File: config.mk
export PLATFORM = sky130hd
export DESIGN_NAME = seg_scan_ctrl_flat
export DESIGN_NICKNAME = d
export VERILOG_FILES = /design/src/rtl/seg_scan_if.sv /design/src/rtl/seg_scan_ctrl.sv /design/src/flat_wrapper.sv
export SDC_FILE = /design/constraint.sdc
export NUM_CORES = 1
export LEC_CHECK = 0
export ABC_AREA = 0
export BUFFER_PORTS_ARGS = -buffer_cell sky130_fd_sc_hd__clkbuf_2
export CORE_ASPECT_RATIO = 0.6
export CORE_MARGIN = 8
export CORE_UTILIZATION = 45
export CTS_CLUSTER_SIZE = 16
export DETAILED_ROUTE_END_ITERATION = 16
export PLACE_DENSITY = 0.67
export SLEW_MARGIN = 10
export SYNTH_ARGS = -nofsm -noshare
export SYNTH_HDL_FRONTEND = slang
export SYNTH_SLANG_ARGS = --single-unit
File: constraint.sdc
create_clock -name clk -period 3.5 [get_ports clk]
set_input_delay 0.35 -clock clk [delete_from_list [all_inputs] [get_ports clk]]
set_output_delay 0.35 -clock clk [all_outputs]
set_load 0.1 [all_outputs]
File: src/rtl/seg_scan_if.sv
// seg_scan_if: signal bundle between the scan controller and its environment
// (numeric datapath, shared BCD-to-7-segment decoder, display pins).
//   load       one-cycle request to capture bcd_in
//   bcd_in     packed BCD, nibble k is digit k (digit 0 least significant)
//   blank_lz   1 = blank leading zeros
//   bcd_out    nibble presented to the external decoder
//   seg_in     decoder result for bcd_out (combinational return)
//   seg_out    registered segment drive, active-high
//   an         registered one-hot digit enable, active-high
//   frame_done one-cycle pulse after each full scan
//   err        sticky invalid-BCD flag
// master: environment side; slave: controller side.
interface seg_scan_if #(
  parameter int unsigned DIGITS = 4
);
  logic                  load;
  logic [4*DIGITS-1:0]   bcd_in;
  logic                  blank_lz;
  logic [3:0]            bcd_out;
  logic [6:0]            seg_in;
  logic [6:0]            seg_out;
  logic [DIGITS-1:0]     an;
  logic                  frame_done;
  logic                  err;

  modport master (
    output load, bcd_in, blank_lz, seg_in,
    input  bcd_out, seg_out, an, frame_done, err
  );

  modport slave (
    input  load, bcd_in, blank_lz, seg_in,
    output bcd_out, seg_out, an, frame_done, err
  );
endinterface

File: src/rtl/seg_scan_ctrl.sv
// seg_scan_ctrl: time-multiplexed scan controller sharing one external
// combinational BCD-to-7-segment decoder across DIGITS common-anode digits.
// Holds a tear-free display buffer (new data only takes effect at a frame
// boundary), blanks all digit enables for the first BLANK_CYC cycles of each
// slot, optionally suppresses leading zeros and flags nibbles above 9.
// Ports:
//   clk  system clock, rising edge
//   rst  synchronous reset, active-high
//   bus  seg_scan_if.slave (load, bcd_in, blank_lz, seg_in in;
//        bcd_out, seg_out, an, frame_done, err out)
// Parameters:
//   DIGITS       digit positions (2..8)
//   REFRESH_DIV  clock cycles per digit slot (>= 2)
//   BLANK_CYC    leading blanked cycles of each slot (< REFRESH_DIV)
module seg_scan_ctrl #(
  parameter int unsigned DIGITS      = 4,
  parameter int unsigned REFRESH_DIV = 1000,
  parameter int unsigned BLANK_CYC   = 16
) (
  input  logic       clk,
  input  logic       rst,
  seg_scan_if.slave  bus
);

  localparam int unsigned PW = $clog2(REFRESH_DIV);
  localparam int unsigned IW = $clog2(DIGITS);

  localparam logic [PW-1:0] PRESC_LAST = PW'(REFRESH_DIV - 1);
  localparam logic [PW-1:0] BLANK_P    = PW'(BLANK_CYC);
  localparam logic [IW-1:0] IDX_LAST   = IW'(DIGITS - 1);

  // Scan position
  logic [PW-1:0]              presc;
  logic [IW-1:0]              idx;

  // Display buffers: active is what is being scanned, pending holds the
  // most recent load until the next frame boundary.
  logic [DIGITS-1:0][3:0]     active;
  logic [DIGITS-1:0][3:0]     pending;
  logic                       pend_v;

  // Registered outputs
  logic [6:0]                 seg_q;
  logic [DIGITS-1:0]          an_q;
  logic                       frame_done_q;
  logic                       err_q;

  // Combinational helpers
  logic                       slot_end;
  logic                       boundary;
  logic [3:0]                 cur_nib;
  logic                       invalid;
  logic [DIGITS-1:0]          lz_mask;
  logic                       zero_run;
  logic                       blanked;
  logic                       in_blank;
  logic [6:0]                 seg_d;
  logic [DIGITS-1:0]          an_d;

  // --------------------------------------------------------------------
  // Scan counters
  // --------------------------------------------------------------------
  always_comb begin
    slot_end = (presc == PRESC_LAST);
    boundary = slot_end && (idx == IDX_LAST);
  end

  always_ff @(posedge clk) begin
    if (rst) begin
      presc <= '0;
      idx   <= '0;
    end else if (slot_end) begin
      presc <= '0;
      idx   <= (idx == IDX_LAST) ? '0 : idx + 1'b1;
    end else begin
      presc <= presc + 1'b1;
    end
  end

  // --------------------------------------------------------------------
  // Double buffering
  // A load on the boundary cycle bypasses pending so it is never lost and
  // never delayed by a whole extra frame.
  // --------------------------------------------------------------------
  always_ff @(posedge clk) begin
    if (rst) begin
      active  <= '0;
      pending <= '0;
      pend_v  <= 1'b0;
    end else if (boundary) begin
      if (bus.load) begin
        active <= bus.bcd_in;
        pend_v <= 1'b0;
      end else if (pend_v) begin
        active <= pending;
        pend_v <= 1'b0;
      end
    end else if (bus.load) begin
      pending <= bus.bcd_in;
      pend_v  <= 1'b1;
    end
  end

  // --------------------------------------------------------------------
  // Decoder feed and digit qualification
  // --------------------------------------------------------------------
  always_comb begin
    cur_nib = active[idx];
    invalid = (cur_nib > 4'd9);
  end

  assign bus.bcd_out = cur_nib;

  // Walk from the most significant digit down; a digit is blanked while every
  // nibble from the top down to it is zero. Digit 0 always stays visible.
  always_comb begin
    lz_mask  = '0;
    zero_run = 1'b1;
    for (int unsigned j = 0; j < DIGITS; j++) begin
      zero_run = zero_run && (active[IW'(DIGITS - 1 - j)] == 4'd0);
      if (bus.blank_lz && zero_run && (j != DIGITS - 1))
        lz_mask[IW'(DIGITS - 1 - j)] = 1'b1;
    end
  end

  always_comb begin
    blanked  = lz_mask[idx];
    in_blank = (presc < BLANK_P);
    seg_d    = (blanked || invalid) ? '0 : bus.seg_in;
    an_d     = '0;
    if (!in_blank)
      an_d[idx] = 1'b1;
  end

  // --------------------------------------------------------------------
  // Output registers
  // --------------------------------------------------------------------
  always_ff @(posedge clk) begin
    if (rst) begin
      seg_q        <= '0;
      an_q         <= '0;
      frame_done_q <= 1'b0;
      err_q        <= 1'b0;
    end else begin
      seg_q        <= seg_d;
      an_q         <= an_d;
      frame_done_q <= boundary;
      err_q        <= err_q | invalid;
    end
  end

  assign bus.seg_out    = seg_q;
  assign bus.an         = an_q;
  assign bus.frame_done = frame_done_q;
  assign bus.err        = err_q;

endmodule

File: src/flat_wrapper.sv
// flat-port wrapper written by rule: the top's interface ports become plain ports
module seg_scan_ctrl_flat 
#(
  parameter int unsigned DIGITS      = 4,
  parameter int unsigned REFRESH_DIV = 1000,
  parameter int unsigned BLANK_CYC   = 16
)
  (clk, rst, bus_load, bus_bcd_in, bus_blank_lz, bus_seg_in, bus_bcd_out, bus_seg_out, bus_an, bus_frame_done, bus_err);
  seg_scan_if #(.DIGITS(DIGITS)) bus_i ();
  input  logic clk;
  input  logic rst;
  input wire logic [$bits(bus_i.load)-1:0] bus_load;
  input wire logic [$bits(bus_i.bcd_in)-1:0] bus_bcd_in;
  input wire logic [$bits(bus_i.blank_lz)-1:0] bus_blank_lz;
  input wire logic [$bits(bus_i.seg_in)-1:0] bus_seg_in;
  output wire logic [$bits(bus_i.bcd_out)-1:0] bus_bcd_out;
  output wire logic [$bits(bus_i.seg_out)-1:0] bus_seg_out;
  output wire logic [$bits(bus_i.an)-1:0] bus_an;
  output wire logic [$bits(bus_i.frame_done)-1:0] bus_frame_done;
  output wire logic [$bits(bus_i.err)-1:0] bus_err;
  assign bus_i.load = bus_load;
  assign bus_i.bcd_in = bus_bcd_in;
  assign bus_i.blank_lz = bus_blank_lz;
  assign bus_i.seg_in = bus_seg_in;
  assign bus_bcd_out = bus_i.bcd_out;
  assign bus_seg_out = bus_i.seg_out;
  assign bus_an = bus_i.an;
  assign bus_frame_done = bus_i.frame_done;
  assign bus_err = bus_i.err;
  seg_scan_ctrl #(.DIGITS(DIGITS), .REFRESH_DIV(REFRESH_DIV), .BLANK_CYC(BLANK_CYC)) u_core (.clk(clk), .rst(rst), .bus(bus_i));
endmodule
==> metrics <==
first-pass GRT wire length=8.05 mm; Pint=1040 uW; RSZ-0062 raised after global routing=false; cell count after synthesis=239; layout cell share with drive strength beyond 1=24.4%; Clock transition at path regs=60 ps; gr ovfl total=0; synth unique cells=35; drt drc=0; worst reg2reg path endpoint=u_core.active[7]; Area growth, synth to finish=16.6%; top post-synthesis cells by count=58 x dfxtp_1, 33 x mux2i_1, 30 x nor2_1; GRT Util Overall=12.5%; synth warn=0; CTS Root Cell=clkbuf_8; DR vias/cell=5.09; ys async rst share=0%; Worst VDD drop=286 uV; Pins Over Slew Limit=0; Avg Inst Size Synth=10.3 sq um; clk sinks=58; pre-CTS worst setup slack=1210 ps; Worst Setup Start Kind=flip-flop; Clock Latency Late Sink=330 ps; H-Tree Depth=3; post-layout min period=2290 ps; Post-CTS Setup Bufs=0; antenna violations before repair=0; CP Class=flip-flop to flip-flop; Fin Setup TNS=0 ps; WHS=253 ps; Seq pwr share=49.7%; FF-to-FF path depth=5; Crit Path Max Fanout=17; TritonCTS Buffers=9; Routed WL=4.80 mm; MaxCap Viol Count=0; standard-cell rows=21; endpoint class of the critical path=flip-flop; min-delay src=bus_seg_in[6]; total power per unit cell area=482 nW/um^2; total die area=8180 sq um; DP Wirelength=3.38 mm; Synth Net Count=271; total core area=5440 sq um; worst r2r src=u_core.idx[0]; via count=1793; DRT Pass-1 Iters=5; TritonCTS clock tree=done; Die Wd=112 microns; vias in the first global route=1714; IO Pins=44; Worst Path Arrival=2520 ps; Fin. Hold Viols=0; post-synthesis sequential area ratio=47.1%; Post-synth EDFFs=0; Tcrit/Tclk final=65.3%; flop2flop setup slack=1210 ps; setup violators final=0; Initial DRC Count=94; dpl cells=336; Most used DFF post-synth=dfxtp_1; Post-CTS Resized=0; Yosys top cell by area=dfxtp_1; Lkg Pwr=0.00122 uW; status=completed; main area contributors after synthesis=dfxtp_1 47%, mux2i_1 13%, a211oi_1 4.6%; most common cell in the netlist=dfxtp_1; clock power share=41.7%; Rel. slew slack=43.0%; Final WS setup=1210 ps; crit path cell chain=ha_1 -> inv_1 -> nor4_4 -> a21oi_1 -> a211oi_1; largest net degree at the start of global routing=43; global placer's final weighted congestion=0.793; Starting Density=45.3%; cts hold-fix bufs=0; ANT cells=0; Comb power frac=8.6%; Pwr Total=1390 uW; Critical-path top delay cell=nor4_4; required time of the critical path=3740 ps; Non-Filler Instances=352; I/O Buffers=43; worst slew pin tran=848 ps; antenna viol nets, final=0; Routed WL per cell=13.6 microns; sw frac=24.7%; nets=310; crit path to=u_core.active[7]; hold crit path type=input port to flip-flop; achievable clock frequency=437 MHz; Worst Setup SP=u_core.idx[0]; largest stage delay on the critical path=770 ps; Setup Skew=4.89 ps; mapped cell area=2470 sq um; top-area cell type share of the netlist area=47.1%; CTS Buffer Depth=2; Vert. Die Dim=73.3 microns; Switch Pwr=343 uW; synthesized flop and latch total=58
cells by family after synthesis:
family          after synthesis  share of synthesized area, %
mux                          37                          17.0
buf+inv                      22                          4.36
simple gates                 70                          16.1
flops                        58                          47.1
fa+ha+maj                     5                          2.54
compound gates               39                          9.99
xor+xnor                      8                          2.84
placed cells by master, fill, tap and decap left out, types with 5 or more instances in the layout:
master / instances
dfxtp_1: 58
a21oi_1: 20
xnor2_1: 5
nor2_1: 30
nand3_1: 5
a211oi_1: 15
nor3b_1: 7
ha_1: 5
inv_1: 6
mux2i_1: 33
clkbuf_8: 9
clkbuf_2: 43
cell type report:
cell class | instances | area, sq um
fill | 510 | 2560
multi-input combinational | 159 | 1200
sequential | 58 | 1160
timing repair buffer | 44 | 223
clock buffer | 10 | 128
tap | 69 | 86.3
clock inverter | 6 | 57.6
inverter | 6 | 22.5
flip-flops by register name, indices dropped and copies added, names as in the netlist:
| signal | count |
|---|---|
| u_core.bus.seg_out | 7 |
| u_core.idx | 2 |
| u_core.active | 16 |
| u_core.pending | 16 |
| u_core.bus.err | 1 |
| u_core.bus.frame_done | 1 |
| u_core.pend_v | 1 |
| u_core.bus.an | 4 |
| u_core.presc | 10 |
critical path: cells and delay by family, from the launching register on:
kind            cells  cell delay [ps]
compound gates      2              400
fa+ha+maj           1              260
simple gates        1              770
buf+inv             1              130
flops               1              610
through the flow:
step	util (%)	instance area, sq um
finish	52.9	2880
global route	52.9	2880
CTS	52.9	2880
detailed placement	49.5	2690
global placement	49.5	2690
floorplan	-	2470
power groups by stage:
stage,registers (uW),clock network [uW],logic [uW]
after CTS,689,592,121
after detailed placement,703,0,120
after global routing,690,623,131
final,689,578,119
after floorplan,733,0,59.4
after global placement,702,0,120
layer usage:
layer | GRT usage (%) | wire length [microns]
met2 | 18.1 | 2010
met5 | 0 | 0
met4 | 4.96 | 36
met1 | 15.5 | 2430
met3 | 6.32 | 322
worst min path at each step:
stage                                 end  depth (start not counted)
floorplan                 u_core.presc[0]                          1
detailed placement         u_core.bus.err                          2
CTS                 u_core.bus.seg_out[6]                          2
global placement           u_core.bus.err                          2
global route        u_core.bus.seg_out[6]                          2
finish              u_core.bus.seg_out[6]                          2
Note: power is estimated with default switching activity, not from simulation.
